===== config.mk =====
export PLATFORM = sky130hd
export DESIGN_NAME = spi_cmd_parser
export DESIGN_NICKNAME = d
export VERILOG_FILES = /design/src/rtl/spi_cmd_parser.sv
export SDC_FILE = /design/constraint.sdc
export NUM_CORES = 1
export LEC_CHECK = 0
export CAP_MARGIN = 20
export CORE_MARGIN = 2
export CORE_UTILIZATION = 40
export CTS_CLUSTER_DIAMETER = 80
export DETAILED_ROUTE_END_ITERATION = 8
export HOLD_SLACK_MARGIN = 0.15
export PLACE_DENSITY = 0.65
export SETUP_SLACK_MARGIN = 0.15
export SYNTH_ARGS = -nofsm -noshare
export SYNTH_HDL_FRONTEND = slang
export SYNTH_SLANG_ARGS = --single-unit

===== constraint.sdc =====
create_clock -name clk -period 1.85 [get_ports clk]
set_input_delay 0.37 -clock clk [delete_from_list [all_inputs] [get_ports clk]]
set_output_delay 0.37 -clock clk [all_outputs]
set_load 0.02 [all_outputs]

===== src/rtl/spi_cmd_parser.sv =====
// spi_cmd_parser: decodes SPI command frames (WRITE/READ/NOP) into memory write/read
// strobes, with frame abort on idle timeout and error pulses for malformed frames.
`default_nettype none

module spi_cmd_parser #(
  parameter int ADDR_W  = 8,
  parameter int TIMEOUT = 1024
) (
  input  logic              clk,
  input  logic              rst_n,
  input  logic              rx_valid,
  input  logic [7:0]        rx_data,
  input  logic              frame_end,
  output logic              wr_en,
  output logic [ADDR_W-1:0] wr_addr,
  output logic [7:0]        wr_data,
  output logic              rd_en,
  output logic [ADDR_W-1:0] rd_addr,
  input  logic [7:0]        rd_data,
  output logic [7:0]        tx_data,
  output logic              busy,
  output logic              err,
  output logic [15:0]       cmd_count
);

  localparam int TW = $clog2(TIMEOUT + 1);

  typedef enum logic [2:0] {
    S_IDLE    = 3'd0,
    S_ADDR    = 3'd1,
    S_WDATA   = 3'd2,
    S_RDATA   = 3'd3,
    S_DISCARD = 3'd4
  } state_t;

  state_t            state, state_nx;
  logic              is_read, is_read_nx;
  logic [ADDR_W-1:0] ptr, ptr_nx;
  logic [TW-1:0]     tcnt;
  logic              timeout_hit;
  logic              wr_nx, rd_nx, err_nx, cnt_inc;
  logic              rd_dly;

  assign busy        = (state != S_IDLE);
  assign timeout_hit = (state != S_IDLE) && !rx_valid && (tcnt == TW'(TIMEOUT - 1));

  always_comb begin
    state_nx   = state;
    is_read_nx = is_read;
    ptr_nx     = ptr;
    wr_nx      = 1'b0;
    rd_nx      = 1'b0;
    err_nx     = 1'b0;
    cnt_inc    = 1'b0;

    case (state)
      S_IDLE: begin
        if (rx_valid) begin
          case (rx_data)
            8'h01: begin state_nx = S_ADDR; is_read_nx = 1'b0; cnt_inc = 1'b1; end
            8'h02: begin state_nx = S_ADDR; is_read_nx = 1'b1; cnt_inc = 1'b1; end
            8'h00: state_nx = S_DISCARD;
            default: begin state_nx = S_DISCARD; err_nx = 1'b1; end
          endcase
        end
      end
      S_ADDR: begin
        if (rx_valid) begin
          ptr_nx = rx_data[ADDR_W-1:0];
          if (is_read) begin
            state_nx = S_RDATA;
            rd_nx    = 1'b1;
          end else begin
            state_nx = S_WDATA;
          end
        end else if (frame_end) begin
          // frame closed before an address arrived
          err_nx = 1'b1;
        end
      end
      S_WDATA: begin
        if (rx_valid) begin
          wr_nx  = 1'b1;
          ptr_nx = ptr + ADDR_W'(1);
        end
      end
      S_RDATA: begin
        if (rx_valid) begin
          ptr_nx = ptr + ADDR_W'(1);
          rd_nx  = 1'b1;
        end
      end
      S_DISCARD: ;
      default: state_nx = S_IDLE;
    endcase

    if (frame_end || timeout_hit) state_nx = S_IDLE;
    if (timeout_hit) err_nx = 1'b1;
  end

  always_ff @(posedge clk or negedge rst_n) begin
    if (!rst_n) begin
      state   <= S_IDLE;
      is_read <= 1'b0;
      ptr     <= '0;
      tcnt    <= '0;
    end else begin
      state   <= state_nx;
      is_read <= is_read_nx;
      ptr     <= ptr_nx;
      if (state == S_IDLE || rx_valid || timeout_hit) tcnt <= '0;
      else                                            tcnt <= tcnt + TW'(1);
    end
  end

  // Write address is the pre-increment pointer; read address is the updated one.
  always_ff @(posedge clk or negedge rst_n) begin
    if (!rst_n) begin
      wr_en     <= 1'b0;
      wr_addr   <= '0;
      wr_data   <= '0;
      rd_en     <= 1'b0;
      rd_addr   <= '0;
      rd_dly    <= 1'b0;
      tx_data   <= '0;
      err       <= 1'b0;
      cmd_count <= '0;
    end else begin
      wr_en  <= wr_nx;
      rd_en  <= rd_nx;
      err    <= err_nx;
      rd_dly <= rd_en;
      if (wr_nx) begin
        wr_addr <= ptr;
        wr_data <= rx_data;
      end
      if (rd_nx)   rd_addr   <= ptr_nx;
      if (rd_dly)  tx_data   <= rd_data;
      if (cnt_inc) cmd_count <= cmd_count + 16'd1;
    end
  end

endmodule

`default_nettype wire


; ---- Yosys cells after proc, flatten, opt, wreduce, memory -nomap -nowiden
; Index checks and enable logic that the tools add are counted.
[totals]
out_inout_bits = 52
inputBits = 20
regBits = 75
[classes]
muxes = 25
addsub = 3
eq_ne = 10
n_reduce_logical = 16
[ops]
columns = operator, n
row1 = $add 16x1->16 const B, 1
row2 = $mux 8, 2
row3 = $pmux 8 s2, 1
row4 = $mux 1, 13
row5 = $mux 3, 4
row6 = $add 11x1->11 const B, 1
row7 = $eq 11x10->1 const B, 1
row8 = $mux 11, 1
row9 = $pmux 3 s3, 1
row10 = $add 8x1->8 const B, 1
row11 = $eq 8x1->1 const B, 1
row12 = $eq 8x2->1 const B, 1
row13 = $logic_not 8->1, 1
row14 = $eq 3x2->1 const B, 2
row15 = $ne 3x3->1 const B, 2
row16 = $pmux 1 s2, 3
row17 = $reduce_and 3->1, 2
row18 = $reduce_or 3->1, 2
row19 = $reduce_or 2->1, 2
row20 = $eq 3x1->1 const B, 1
row21 = $eq 3x3->1 const B, 1
row22 = $logic_not 3->1, 1
row23 = $logic_or 1x1->1, 3
row24 = $reduce_bool 3->1, 1
row25 = 4 further kinds, 5

; ---- Depth between registers and ports, before layout
[depth]
word_depth = 6
ltp_mapped = 6

; ---- Least setup slack after synthesis
; No wires, ideal clock.
[synth_timing]
kind = reg2reg
from = register state[2]
to = register wr_data[7]
setup_slack_ns = 0.225
setup_time_ns = 0.125
arrival_time_ns = 1.500
synth_period_minus_slack_ns = 1.625
path_stages_with_launch = 6
n_path_buf = 1
path_cell_list = dfrtp_1 -> nor2b_1 -> nand2_1 -> nor2_2 -> buf_4 -> mux2_2
[synth_via]
elab_chain_cells = 2
[synth_rtl]
columns = item, line
row1 = from (decl), 36  ; state_t state, state_nx;
row2 = from (signal assigned), 108  ; state <= state_nx;
row3 = $eq 3x2->1, 56  ; case (state)
row4 = $mux 1, 56
row5 = net wr_nx, 41  ; logic wr_nx, rd_nx, err_nx, cnt_inc;
row6 = to (signal assigned), 135  ; wr_data <= rx_data;
row7 = to (decl), 16  ; output logic [7:0] wr_data,
; The timed path passes the listed nets, and every way through them passes these cells.
; A chain may end at the register's enable or synchronous reset.

; ---- Final worst setup path
[layout_timing]
from = register state[1]
to = register cmd_count[10]
[layout_via]
elab_chain_cells = 2
[layout_rtl]
columns = item, line
row1 = $logic_not 3->1, 56
row2 = $mux 1, 56
row3 = to (signal assigned), 139  ; if (cnt_inc) cmd_count <= cmd_count + 16'd1;
row4 = to (decl), 23  ; output logic [15:0] cmd_count
; No other way between the ends.

==> run_results.csv <==
group,metric,value,unit
run_status,status,"finished clean",
timing,min_period,1.77,ns
detailed_routing,via_per_inst,5.27,
detailed_routing,drt-initial-drc-count,126,
min_path,hp-class,"input pin to flop",
power,intPower,3180,uW
timing,relSlewSlack,67.8,%
synth,ys_types,54,
setup_path,cp_top_family,"simple AND/OR/NAND/NOR gates",
final_layout,nets,445,
final_layout,finalNonFillerCells,532,
power,leakagePower,0.00278,uW
synth,syn_area,0.00345,mm2
grt,groute.usage.overall,18.2,%
synth,synthAdderAreaFrac,1.09,%
setup_path,crit_arrival,2.04,ns
place,dpl-instance-area,0.00454,mm2
timing,hold_viol_final,0,
synth,synth-edff-count,0,
grt,antenna_found_initial,0,
place,port_buffers,71,
setup_path,start_kind,"flop",
power,ir_drop,0.462,mV
power,total_switching_power,1310,uW
clocking,cts-buffers-inserted,9,
detailed_routing,postRouteAntennaNets,0,
synth,synth-simple-area-share,18.9,%
synth,synth_ff_type,"dfrtp_1",
grt,grt_pass1_wl,14.0,mm
synth,syn_nets,316,
die,dieArea,0.00939,mm2
final_layout,ff_latch_area,0.00188,mm2
synth,async_flop_share,100,%
timing,grt_setup_unrepaired,"yes",
detailed_routing,dr.pass1.iters,4,
timing,final.setup.tns,0,ns
die,start_util,41.6,%
timing,worst_slack,0.0846,ns
setup_path,cp.required,2.13,ns
synth,ys_ff_latch,75,
clocking,cts_root_buf,"clkbuf_8",
die,io_pins,72,
setup_path,crit_buf_inv,3,
synth,yosys_warnings,0,
setup_path,crit_chain,"buf_12 > nor4b_4 > buf_6 > nand4_4 > buf_4 > nor4_4 > xor2_1",
final_layout,area_growth,48.7,%
clocking,path_clk_slew,0.08,ns
final_layout,fillers,702,
setup_path,setup.worst_path.end_class,"flop",
power,power.density,874,mW/mm2
grt,grt_max_degree,43,
run,max-cap-violations,0,
grt,grt_pass1_vias,2769,
power,seqPwrFrac,44.5,%
detailed_routing,drc_errors,0,
clocking,clkSinkCount,75,
power,clock_power_share,32.0,%
synth,synthXorXnorAreaFrac,6.09,%
timing,drv_slew,0,
timing,finalSetupViolations,0,
timing,finClkSkew,0.00650,ns
die,chipWidth,96.9,um
detailed_routing,wirelength,8.58,mm
timing,min_period_over_period,95.4,%
synth,synth_top_family_by_area,"simple AND/OR/NAND/NOR gates",
place,hpwlAfterDp,5.69,mm
final_layout,diodes,0,
clocking,clockBufferDepth,2,
place,dp_cells,496,
die,die_y,96.9,um
synth,synthMuxAreaShare,10.1,%
grt,overflow,0,
timing,tightest_slew,0.479,ns
power,netSwitchingFraction,29.2,%
final_layout,stdcell_area,0.00513,mm2
synth,yosysSeqAreaShare,54.4,%
clocking,htree_levels,3,
final_layout,drive_above_1_share,31.1,%
setup_path,max_stage_delay,0.44,ns
clocking,cts_tree,"done",
place,gp_congestion,0.801,
die,core-area,0.00830,mm2
die,rows,33,
synth,avgSynthCellArea,11.8,um2
final_layout,multi_input_area,0.00168,mm2
detailed_routing,dr_total_vias,2804,
power,p_comb_share,23.6,%
setup_path,critPathMaxFanout,6,
timing,whs,0.399,ns
synth,synth_compound_area_share,6.92,%
place,preCtsSetupSlack,-0.368,ns
setup_path,cp_slowest_cell,"dfrtp_2",
synth,syn-instance-count,293,
timing,fmax,0.566,GHz
setup_path,path_class,"flop to flop",
detailed_routing,routedWlPerCell,16.1,um
clocking,clk-insertion-delay-late,0.35,ns
==> power by group through the flow <==
stage | logic, uW | registers (uW) | clock network (uW)
2_1_floorplan | 339 | 2180 | 0
3_3_place_gp | 1050 | 2030 | 0
3_5_place_dp | 1070 | 2030 | 0
4_1_cts | 1050 | 2000 | 1460
5_1_grt | 1140 | 2030 | 1530
6_report | 1060 | 1990 | 1430
==> cell type report <==
type                            instances  share of cell area, %
Inverter                                8                  0.634
Multi-Input combinational cell        202                   32.7
Timing Repair Buffer                  126                   23.1
Sequential cell                        75                   36.6
Tap cell                              105                   2.56
Clock inverter                          5                   1.66
Clock buffer                           11                   2.75
==> cell usage after synthesis (all sizes together), types with 4 or more instances <==
library cell / number / area share [%]
dfrtp: 75 / 54
mux2: 31 / 10
nor2: 22 / 2.5
xor2: 21 / 5.3
nand2: 18 / 2.0
nand4: 14 / 3.0
nor4: 12 / 2.8
a21oi: 10 / 1.4
buf: 9 / 1.6
inv: 8 / 0.87
nand3: 7 / 1.0
nor3: 7 / 1.0
o21ai: 5 / 0.72
a211oi: 4 / 0.87
and3: 4 / 0.72
==> layout by cell type (no fill, tap or decap), types with 3 or more instances in the layout <==
cell type / instances
a211oi_1: 4
a21oi_1: 8
and3_1: 4
buf_4: 45
buf_6: 5
clkbuf_8: 10
clkdlybuf4s50_1: 16
dfrtp_1: 74
dlygate4sd2_1: 33
dlymetal6s2s_1: 19
ha_1: 3
inv_1: 7
mux2_2: 31
nand2_1: 17
nand3_1: 7
nand3b_1: 3
nand4_1: 13
nand4b_1: 3
nor2_1: 20
nor3_1: 6
nor4_1: 4
nor4_4: 8
o21ai_0: 3
xnor2_1: 3
xor2_1: 21
==> per-layer routing <==
metal	GRT usage, %	share of wire [%]
met1	25.5	47
met2	27.9	47
met3	3.68	3.8
met4	7.26	1.5
met5	0	0
==> worst reg2reg max path: stages (launching register included) <==
cell	delay, ns
dfrtp_2	0.44
buf_12	0.14
nor4b_4	0.25
buf_6	0.17
nand4_4	0.17
buf_4	0.21
nor4_4	0.15
xor2_1	0.16
==> path summary, 6_finish.rpt <==
kind,startpoint,to,depth (start not counted),slack [ns]
max,state[1],cmd_count[10],7,0.08
max in group asynchronous,rst_n,wr_addr[0],3,0.77
min reg2reg,rd_en,rd_dly,0,0.41
min in group asynchronous,rst_n,tx_data[4],2,0.50
min,rx_valid,ptr[0],2,0.40
max reg2reg,state[1],cmd_count[10],7,0.08
==> flip-flops by register name (all words and copies together), names as in the netlist <==
register,cells
tcnt,11
is_read,1
rd_addr,8
state,3
wr_addr,8
cmd_count,16
rd_dly,1
ptr,8
err,1
wr_en,1
rd_en,1
wr_data,8
tx_data,8
==> what timing repair did <==
item,CTS,global route
hold buffers,1,0
setup buffers,0,16
hold endpoints to repair,33,0
cloned,1,2
pin swaps,2,16
gates resized for setup,58,38
setup endpoints to repair,73,53
==> cell families after synthesis <==
kind of cell	count (synthesis)
AO/OA/AOI/OAI	35
XOR/XNOR	24
adder cells (fa/ha/maj)	3
buffers and inverters	18
flip-flops	75
multiplexers	31
AND/OR/NAND/NOR	107
==> through the flow <==
step                      util [%]  power, uW
after floorplan                  -       2520
final                         61.8       4490
after global routing          61.8       4700
after CTS                     58.9       4510
after global placement        54.7       3080
after detailed placement      54.7       3100
No activity file was read; power rests on OpenSTA's default activity.
